--- src/rtl/ssd1306_pkg.sv ---
// Shared types and the SSD1306 power-up command list used by the SPI byte sequencer.
package ssd1306_pkg;

   typedef enum logic [2:0] {
      RST_HOLD,
      RST_WAIT,
      IDLE,
      SEND,
      WAIT
   } seq_state_t;

   localparam int INIT_LEN = 25;

   // Display off, clocking, multiplex, charge pump, addressing, remap, contrast, precharge, display on.
   localparam logic [7:0] INIT_CMDS [INIT_LEN] = '{
      8'hAE, 8'hD5, 8'h80, 8'hA8, 8'h3F, 8'hD3, 8'h00, 8'h40, 8'h8D, 8'h14,
      8'h20, 8'h00, 8'hA1, 8'hC8, 8'hDA, 8'h12, 8'h81, 8'hCF, 8'hD9, 8'hF1,
      8'hDB, 8'h40, 8'hA4, 8'hA6, 8'hAF
   };

endpackage

--- src/rtl/ssd1306_init_rom.sv ---
// Combinational lookup of the power-up command list; out-of-range indices read as zero.
module ssd1306_init_rom
   import ssd1306_pkg::*;
#(
   parameter int IDX_W = $clog2(INIT_LEN)
) (
   input  logic [IDX_W-1:0] idx,
   output logic [7:0]       cmd_byte
);

   always_comb begin
      cmd_byte = 8'h00;
      if (int'(idx) < INIT_LEN) begin
         cmd_byte = INIT_CMDS[idx];
      end
   end

endmodule

--- src/rtl/ssd1306_spi_sequencer.sv ---
// Drives every byte to the SSD1306 through the shared shift register: panel reset, init list,
// then command/pixel arbitration with command priority, plus DC and CS framing per byte.
module ssd1306_spi_sequencer
   import ssd1306_pkg::*;
#(
   parameter int WIDTH        = 8,
   parameter int RESET_CYCLES = 16
) (
   input  logic             clk_in,
   input  logic             reset_n_in,
   input  logic             cmd_valid_in,
   input  logic [WIDTH-1:0] cmd_data_in,
   output logic             cmd_ready_out,
   input  logic             pix_valid_in,
   input  logic [WIDTH-1:0] pix_data_in,
   output logic             pix_ready_out,
   output logic             init_done_out,
   output logic             sr_reset_out,
   output logic             sr_start_out,
   output logic [WIDTH-1:0] sr_data_out,
   input  logic             sr_ready_in,
   output logic             dc_out,
   output logic             cs_n_out,
   output logic             res_n_out
);

   localparam int CNT_W = $clog2(RESET_CYCLES + 1);
   localparam int IDX_W = $clog2(INIT_LEN);

   seq_state_t       state;
   logic [CNT_W-1:0] rst_cnt;
   logic [IDX_W-1:0] init_idx;
   logic             wait_armed;
   logic [7:0]       rom_byte;

   ssd1306_init_rom #(
      .IDX_W (IDX_W)
   ) u_init_rom (
      .idx      (init_idx),
      .cmd_byte (rom_byte)
   );

   assign sr_reset_out  = !reset_n_in;
   assign cmd_ready_out = (state == IDLE) && init_done_out;
   assign pix_ready_out = (state == IDLE) && init_done_out && !cmd_valid_in;

   // sr_data_out and dc_out double as the latched byte/DC registers, so they hold between bytes.
   always_ff @(posedge clk_in) begin
      if (!reset_n_in) begin
         state         <= RST_HOLD;
         rst_cnt       <= '0;
         init_idx      <= '0;
         wait_armed    <= 1'b0;
         init_done_out <= 1'b0;
         sr_start_out  <= 1'b0;
         sr_data_out   <= '0;
         dc_out        <= 1'b0;
         cs_n_out      <= 1'b1;
         res_n_out     <= 1'b0;
      end else begin
         unique case (state)
            RST_HOLD: begin
               if (rst_cnt == CNT_W'(RESET_CYCLES - 1)) begin
                  rst_cnt   <= '0;
                  res_n_out <= 1'b1;
                  state     <= RST_WAIT;
               end else begin
                  rst_cnt <= rst_cnt + CNT_W'(1);
               end
            end
            RST_WAIT: begin
               if (rst_cnt == CNT_W'(RESET_CYCLES - 1)) begin
                  rst_cnt <= '0;
                  state   <= IDLE;
               end else begin
                  rst_cnt <= rst_cnt + CNT_W'(1);
               end
            end
            IDLE: begin
               if (!init_done_out) begin
                  sr_data_out  <= WIDTH'(rom_byte);
                  dc_out       <= 1'b0;
                  sr_start_out <= 1'b1;
                  cs_n_out     <= 1'b0;
                  state        <= SEND;
               end else if (cmd_valid_in) begin
                  sr_data_out  <= cmd_data_in;
                  dc_out       <= 1'b0;
                  sr_start_out <= 1'b1;
                  cs_n_out     <= 1'b0;
                  state        <= SEND;
               end else if (pix_valid_in) begin
                  sr_data_out  <= pix_data_in;
                  dc_out       <= 1'b1;
                  sr_start_out <= 1'b1;
                  cs_n_out     <= 1'b0;
                  state        <= SEND;
               end
            end
            SEND: begin
               if (sr_ready_in) begin
                  sr_start_out <= 1'b0;
                  wait_armed   <= 1'b0;
                  state        <= WAIT;
               end
            end
            WAIT: begin
               // Ready only falls one cycle after start, so the first WAIT cycle cannot trust it.
               wait_armed <= 1'b1;
               if (wait_armed && sr_ready_in) begin
                  cs_n_out <= 1'b1;
                  state    <= IDLE;
                  if (!init_done_out) begin
                     init_idx <= init_idx + IDX_W'(1);
                     if (init_idx == IDX_W'(INIT_LEN - 1)) begin
                        init_done_out <= 1'b1;
                     end
                  end
               end
            end
            default: state <= RST_HOLD;
         endcase
      end
   end

endmodule

--- config.mk ---
export PLATFORM = sky130hd
export DESIGN_NAME = ssd1306_spi_sequencer
export DESIGN_NICKNAME = d
export VERILOG_FILES = /design/src/rtl/ssd1306_pkg.sv /design/src/rtl/ssd1306_init_rom.sv /design/src/rtl/ssd1306_spi_sequencer.sv
export SDC_FILE = /design/constraint.sdc
export NUM_CORES = 1
export LEC_CHECK = 0
export CAP_MARGIN = 20
export CORE_ASPECT_RATIO = 0.5
export CORE_MARGIN = 5
export CORE_UTILIZATION = 31
export DETAILED_ROUTE_END_ITERATION = 10
export DONT_BUFFER_PORTS = 1
export HOLD_SLACK_MARGIN = 0.15
export PLACE_DENSITY = 0.5
export SLEW_MARGIN = 40
export SYNTH_ARGS = -nofsm -noshare
export SYNTH_HDL_FRONTEND = slang
export SYNTH_SLANG_ARGS = --single-unit
--- constraint.sdc ---
create_clock -name clk_in -period 1.75 [get_ports clk_in]
set_clock_uncertainty 0.1 [all_clocks]
set_input_delay 0.35 -clock clk_in [delete_from_list [all_inputs] [get_ports clk_in]]
set_output_delay 0.35 -clock clk_in [all_outputs]
set_load 0.02 [all_outputs]
Word level (Yosys, flattened, before mapping) --
Memories as Yosys holds them, arrays and structs flattened. Cells that the tools add are included.
Word-level totals: bits of input ports 21, memories 1, register bits 27, memory bits (read-only) 256, output and inout bits 16, logic and storage cells 77
Operators by class: bitwise operators 2, $add $sub $neg 2, mux-type cells 30, reductions and logical operators 18, eq/ne operators 12, magnitude comparators 2
Memory list:
- (name not given) | depth 32, bits a word 8, read ports 1, clocked after memory_dff 0, write ports 0, line ssd1306_init_rom.sv:14 | cmd_byte = INIT_CMDS[idx];
Operator list (number):
- 2-to-1 mux 8 bit | 6
- 2-to-1 mux 3 bit | 7
- case mux 3 bit (5 select lines) | 1
- 2-to-1 mux 1 bit | 12
- adder 5 x 1 -> 5 bit (second input constant) | 2
- AND reduction 3 bit | 3
- != test 2 bit (second input constant) | 4
- AND reduction 2 bit | 4
- equality test 3 x 2 -> 1 bit (second input constant) | 2
- greater-or-equal comparator 6 bit (second input constant) | 1
- NOT 5 -> 6 bit | 1
- case mux 1 bit (2 select lines) | 3
- nonzero test 2 bit | 3
- equality test 5 x 4 -> 1 bit (second input constant) | 1
- equality test 5 bit (second input constant) | 1
- less-than comparator 5 bit (second input constant) | 1
- 2-to-1 mux 5 bit | 1
- AND reduction 5 bit | 1
- != test 4 bit (second input constant) | 1
- equality test 3 x 1 -> 1 bit (second input constant) | 1
- equality test 3 bit (second input constant) | 1
- logical AND 1 bit | 3
- zero test 3 bit | 1
- != test 3 bit (second input constant) | 1
- 3 further kinds | 4

Depth between registers and ports, before layout --
Gate-level depths: netlist of the first run.
depth in word-level cells 6, mapped depth 7, depth with buffers taken out 6

Cells and area by module --
A second synthesis of the first run with hierarchy kept.
Second synthesis, totals: cell total of the unflattened synthesis 218, area total of the unflattened synthesis 1890.6 sq um
Modules (own cells, without submodules):
- ssd1306_spi_sequencer | sequential area each 540.5 sq um, cells an instance 150, times used 1, area each 1365.1 sq um
- ssd1306_init_rom | sequential area each 0.0 sq um, cells an instance 68, times used 1, area each 525.5 sq um

Worst setup path after synthesis of the first run --
No wires, ideal clock.
kind register -> register, start point reg init_idx[1], end point reg sr_data_out[5], buffers on the path 1, stages on the path, launching flop included 8, period minus slack after synthesis 1.842 ns, data required time 1.576 ns, slack -0.092 ns, setup time 0.074 ns, data arrival time 1.668 ns, cells stage by stage dfxtp_1 buf_2 inv_1 ha_1 or2_2 a31oi_1 o221ai_1 a31oi_1
Between the ends: longest elaborated chain between the ends 6, elaborated cells between the ends (all ways) 7, classes of those cells order compare: 1; mux: 4; bitwise: 1; memory: 1
Ends and longest elaborated chain:
- start: declaration | line ssd1306_spi_sequencer.sv:32 | logic [IDX_W-1:0] init_idx;
- start signal: assignment | line ssd1306_spi_sequencer.sv:114 | init_idx <= init_idx + IDX_W'(1);
- NOT 5 -> 6 bit (not written as such) | line ssd1306_init_rom.sv:14
- memory read (32 x 8 bit)
- 2-to-1 mux 8 bit (not written as such) (2 in series) | line ssd1306_init_rom.sv:14
- 2-to-1 mux 8 bit (*) | line ssd1306_init_rom.sv:13 | if (int'(idx) < INIT_LEN) begin
- 2-to-1 mux 8 bit (*) | line ssd1306_spi_sequencer.sv:80 | if (!init_done_out) begin
- end signal: assignment | line ssd1306_spi_sequencer.sv:81 | sr_data_out <= WIDTH'(rom_byte);
- end signal: assignment | line ssd1306_spi_sequencer.sv:87 | sr_data_out <= cmd_data_in;
- end signal: assignment | line ssd1306_spi_sequencer.sv:93 | sr_data_out <= pix_data_in;
- end: declaration | line ssd1306_spi_sequencer.sv:20 | output logic [WIDTH-1:0] sr_data_out,
Mark *: on every way between the ends. The rest lies on a longest branch, timed or not. The select of a mux whose other input is x is not followed. A chain may end at the register's enable or synchronous reset.

Final worst setup path of the first run --
start point reg state[0], end point out pix_ready_out
Between the ends: longest elaborated chain between the ends 3
Ends and longest elaborated chain:
- start: declaration | line ssd1306_spi_sequencer.sv:30 | seq_state_t state;
- start signal: assignment | line ssd1306_spi_sequencer.sv:50 | state <= RST_HOLD;
- start signal: assignment | line ssd1306_spi_sequencer.sv:66 | state <= RST_WAIT;
- start signal: assignment | line ssd1306_spi_sequencer.sv:74 | state <= IDLE;
- equality test 3 x 2 -> 1 bit | line ssd1306_spi_sequencer.sv:45 | assign pix_ready_out = (state == IDLE) && init_done_out && !cmd_valid_in;
- logical AND 1 bit (2 in series) | line ssd1306_spi_sequencer.sv:45
- end: declaration | line ssd1306_spi_sequencer.sv:16 | output logic pix_ready_out,
Every way passes these cells.

==> results of run 1 <==
[flip-flops by register name, summed over array words and instances (netlist names)]
signal         cells
sr_data_out        8
init_idx           5
rst_cnt            5
state              3
cs_n_out           1
dc_out             1
init_done_out      1
res_n_out          1
sr_start_out       1
wait_armed         1
[worst max-delay path: cells and delay by family, from the launching register on]
kind | cells | cell delay (ns)
and+or+nand+nor | 2 | 0.56
buffers and inverters | 1 | 0.17
DFF | 1 | 0.33
[synth_stat cells, types with 2 or more instances]
master / number
a22oi_1: 3
or3b_1: 2
or3_1: 2
nor2_1: 18
nor2b_1: 2
mux2i_1: 5
buf_2: 8
a211oi_1: 2
nor4_1: 2
clkbuf_1: 6
nor3_2: 2
a211o_1: 2
o211a_1: 2
nand2_1: 21
dfxtp_1: 27
o21ai_0: 8
a31oi_1: 9
nand2b_1: 9
ha_1: 7
inv_1: 8
and2_1: 4
nor3b_1: 4
o21ai_1: 3
a21oi_1: 6
xnor2_1: 5
nand3_1: 8
o21a_1: 2
mux2_2: 8
o211ai_1: 2
buf_6: 2
[worst paths after layout]
kind	cells past startpoint	end	from	slack, ns
min	3	sr_data_out[4]	reset_n_in	0.22
max reg2reg	5	init_idx[4]	state[1]	0.03
max	3	pix_ready_out	state[0]	-0.03
min reg2reg	1	rst_cnt[4]	rst_cnt[4]	0.39
[cells by family after synthesis]
| kind of cell | share of synthesized area [%] |
|---|---|
| fa+ha+maj | 4.94 |
| simple gates | 26.9 |
| xor+xnor | 2.96 |
| compound gates | 20.3 |
| flops | 30.5 |
| buf+inv | 6.49 |
| mux | 7.90 |
[power by group through the flow]
stage | combinational (mW) | clock, mW | sequential [mW]
after CTS | 0.0475 | 0.554 | 0.624
after detailed placement | 0.0392 | 0 | 0.639
after global placement | 0.0383 | 0 | 0.639
after global routing | 0.0519 | 0.580 | 0.626
after floorplan | 0.0401 | 0 | 0.638
final | 0.0466 | 0.534 | 0.625
[routing by layer]
| layer | GRT usage (%) | routed length, µm | vias up |
|---|---|---|---|
| li1 | - | - | 789 |
| met1 | 17.1 | 2020 | 758 |
| met2 | 22.6 | 2320 | 14 |
| met3 | 2.68 | 139 | 2 |
| met4 | 1.72 | 21 | 0 |
| met5 | 0 | 0 | - |
[metrics by stage]
step	instances	hold WS (ns)
global route	299	0.245
finish	299	0.224
global placement	290	0.356
floorplan	214	0.346
detailed placement	290	0.363
CTS	298	0.219
[repair_timing]
action                                 CTS  global route
pin swaps                                0             4
endpoints found under the hold margin   15             0
setup endpoints to repair                3            16
hold buffers                             2             0
resized for setup                        8             5
buffers inserted                         2             1
[cell type report]
type / instances / share of cell area (%)
tap: 73 / 4.31
multi-input combinational: 163 / 55.4
timing repair buffer: 24 / 9.33
clock inverter: 1 / 0.354
inverter: 8 / 1.42
clock buffer: 3 / 3.54
sequential: 27 / 25.7
==> metrics.md, run 1 <==
| Metric | Value |
|---|---|
| WL per Instance | `~15 µm` |
| Logic pwr share | `slightly below 4%` |
| Max stage delay on crit path | `about 0.40 ns` |
| Footprint of the multi-input gates | `between 1000 and 1500 µm²` |
| Area of the mapped netlist | `roughly 1800 µm²` |
| Post-Syn Nets | `between 200 and 250` |
| Worst-path fanout max | `4` |
| WP data required | `1.30 ns` |
| Ys Warns | `0` |
| Worst VDD drop | `0.312 mV` |
| Max Cap Viol | `0` |
| CTS tree | `built` |
| Die area | `7430 µm²` |
| CP arrival | `about 1.3 ns` |
| Clk slew on worst S/H paths | `~0.070 ns` |
| Final Instance Area | `about 2100 µm²` |
| Status | `finished with violations` |
| Internal Dissipation | `about 0.95 mW` |
| GRT Total Usage | `approximately an eighth` |
| Syn avg cell area | `approximately 8.3 µm²` |
| Clock Power Share | `between 40% and 50%` |
| Final #Nets | `approximately 260` |
| Die height | `about 63 µm` |
| Post-synth top area share | `30.5%` |
| Initial core utilization | `around 32%` |
| Grt ovf | `0` |
| Wirelength, routed | `4500 µm` |
| H-Tree Level Count | `1` |
| Iteration count of the initial detailed-routing pass | `4` |
| Pwr dens | `roughly 570 nW/µm²` |
| First-pass GRT wire length | `between 7000 and 8000 µm` |
| Post-synthesis sequential area ratio | `between 30% and 40%` |
| Vias in the first global route | `around 1,600` |
| Register bit total from synthesis | `27` |
| Clock Latency Late Sink | `roughly 0.26 ns` |
| Commonest non-fill, non-tap cell in the layout | `dfxtp_1` |
| Primary flip-flop cell chosen by synthesis mapping | `dfxtp_1` |
| Cell variety after synth | `55` |
| Die W | `117 µm` |
| Leak Pwr | `between 0.7 and 0.8 nW` |
| Worst setup slack after placement | `-0.00383 ns` |
| CTS Buffer Depth | `2` |
| Tmin final | `1.78 ns` |
| Kind of critical path | `flop to output port` |
| Post-Synthesis Cells | `roughly 210` |
| Post-DP Area | `a little under 2000 µm²` |
| I/O Buffers | `0` |
| Setup TNS | `-0.0305 ns` |
| Clock sink total | `27` |
| RSZ-0062 raised after global routing | `true` |
| Antenna fix cells | `0` |
| Worst-Margin Slew | `around 0.74 ns` |
| Via density | `5.23` |
| Commonest non-fill, non-tap cells in the layout | `dfxtp_1 (24), nand2_1 (21), buf_4 (21), nor2_1 (18)` |
| Clock root cell | `clkbuf_16` |
| Initial DRC Count | `between 80 and 90` |
| Final worst-path cycle share | `102%` |
| Total power | `1.21 mW` |
| Failing checks | `negative setup slack` |
| Final WS setup | `-0.0305 ns` |
| Switch Pwr | `0.251 mW` |
| Setup violations, final | `1` |
| Final hold violations | `0` |
| Antenna violations before repair | `0` |
| Synth area leader | `dfxtp_1` |
| DP HPWL | `between 3000 and 4000 µm` |
| Hold WC Path Type | `input port to flop` |
| Rows | `19` |
| Leading post-synthesis cells by cell area | `dfxtp_1 (30%), mux2_2 (5.1%), ha_1 (4.9%), nand2_1 (4.4%), nor2_1 (3.8%)` |
| Setup crit start kind | `flop` |
| Sw Share | `about a fifth` |
| Slowest-stage cell, CP | `or3b_4` |
| # DRC | `0` |
| Io pins | `37` |
| Post-synth EDFFs | `0` |
| Area grow syn2layout | `19.5%` |
| Gpl congestion | `0.888` |
| Crit. End Element | `output port` |
| Core Util, Final | `38.4%` |
| Ys async rst share | `0%` |
| Worst-path cell chain | `or3b_4, nor3b_2, buf_4` |
| Vias | `1,563` |
| Slew Limit Fails | `0` |
| Sequential share of power | `between 50% and 60%` |
| Cts bufs inserted | `3` |
| Slew margin rel. | `approximately 50%` |
| Fillers | `590` |
| Register area | `between 500 and 600 µm²` |
| Fmax | `between 500 and 600 MHz` |
| Layout cells sized above 1 | `a little under a quarter` |
| Largest net degree at the start of global routing | `18` |
| DRT antenna net count | `0` |
| Core area | `around 5500 µm²` |
(Power assumes the default switching activity.)
==> run 2, diff against run 1 <==
Settings changed: SLEW_MARGIN 40 to 30.
==> results of run 2 <==
Final layout, timing and power as in run 1 (identical DEF).
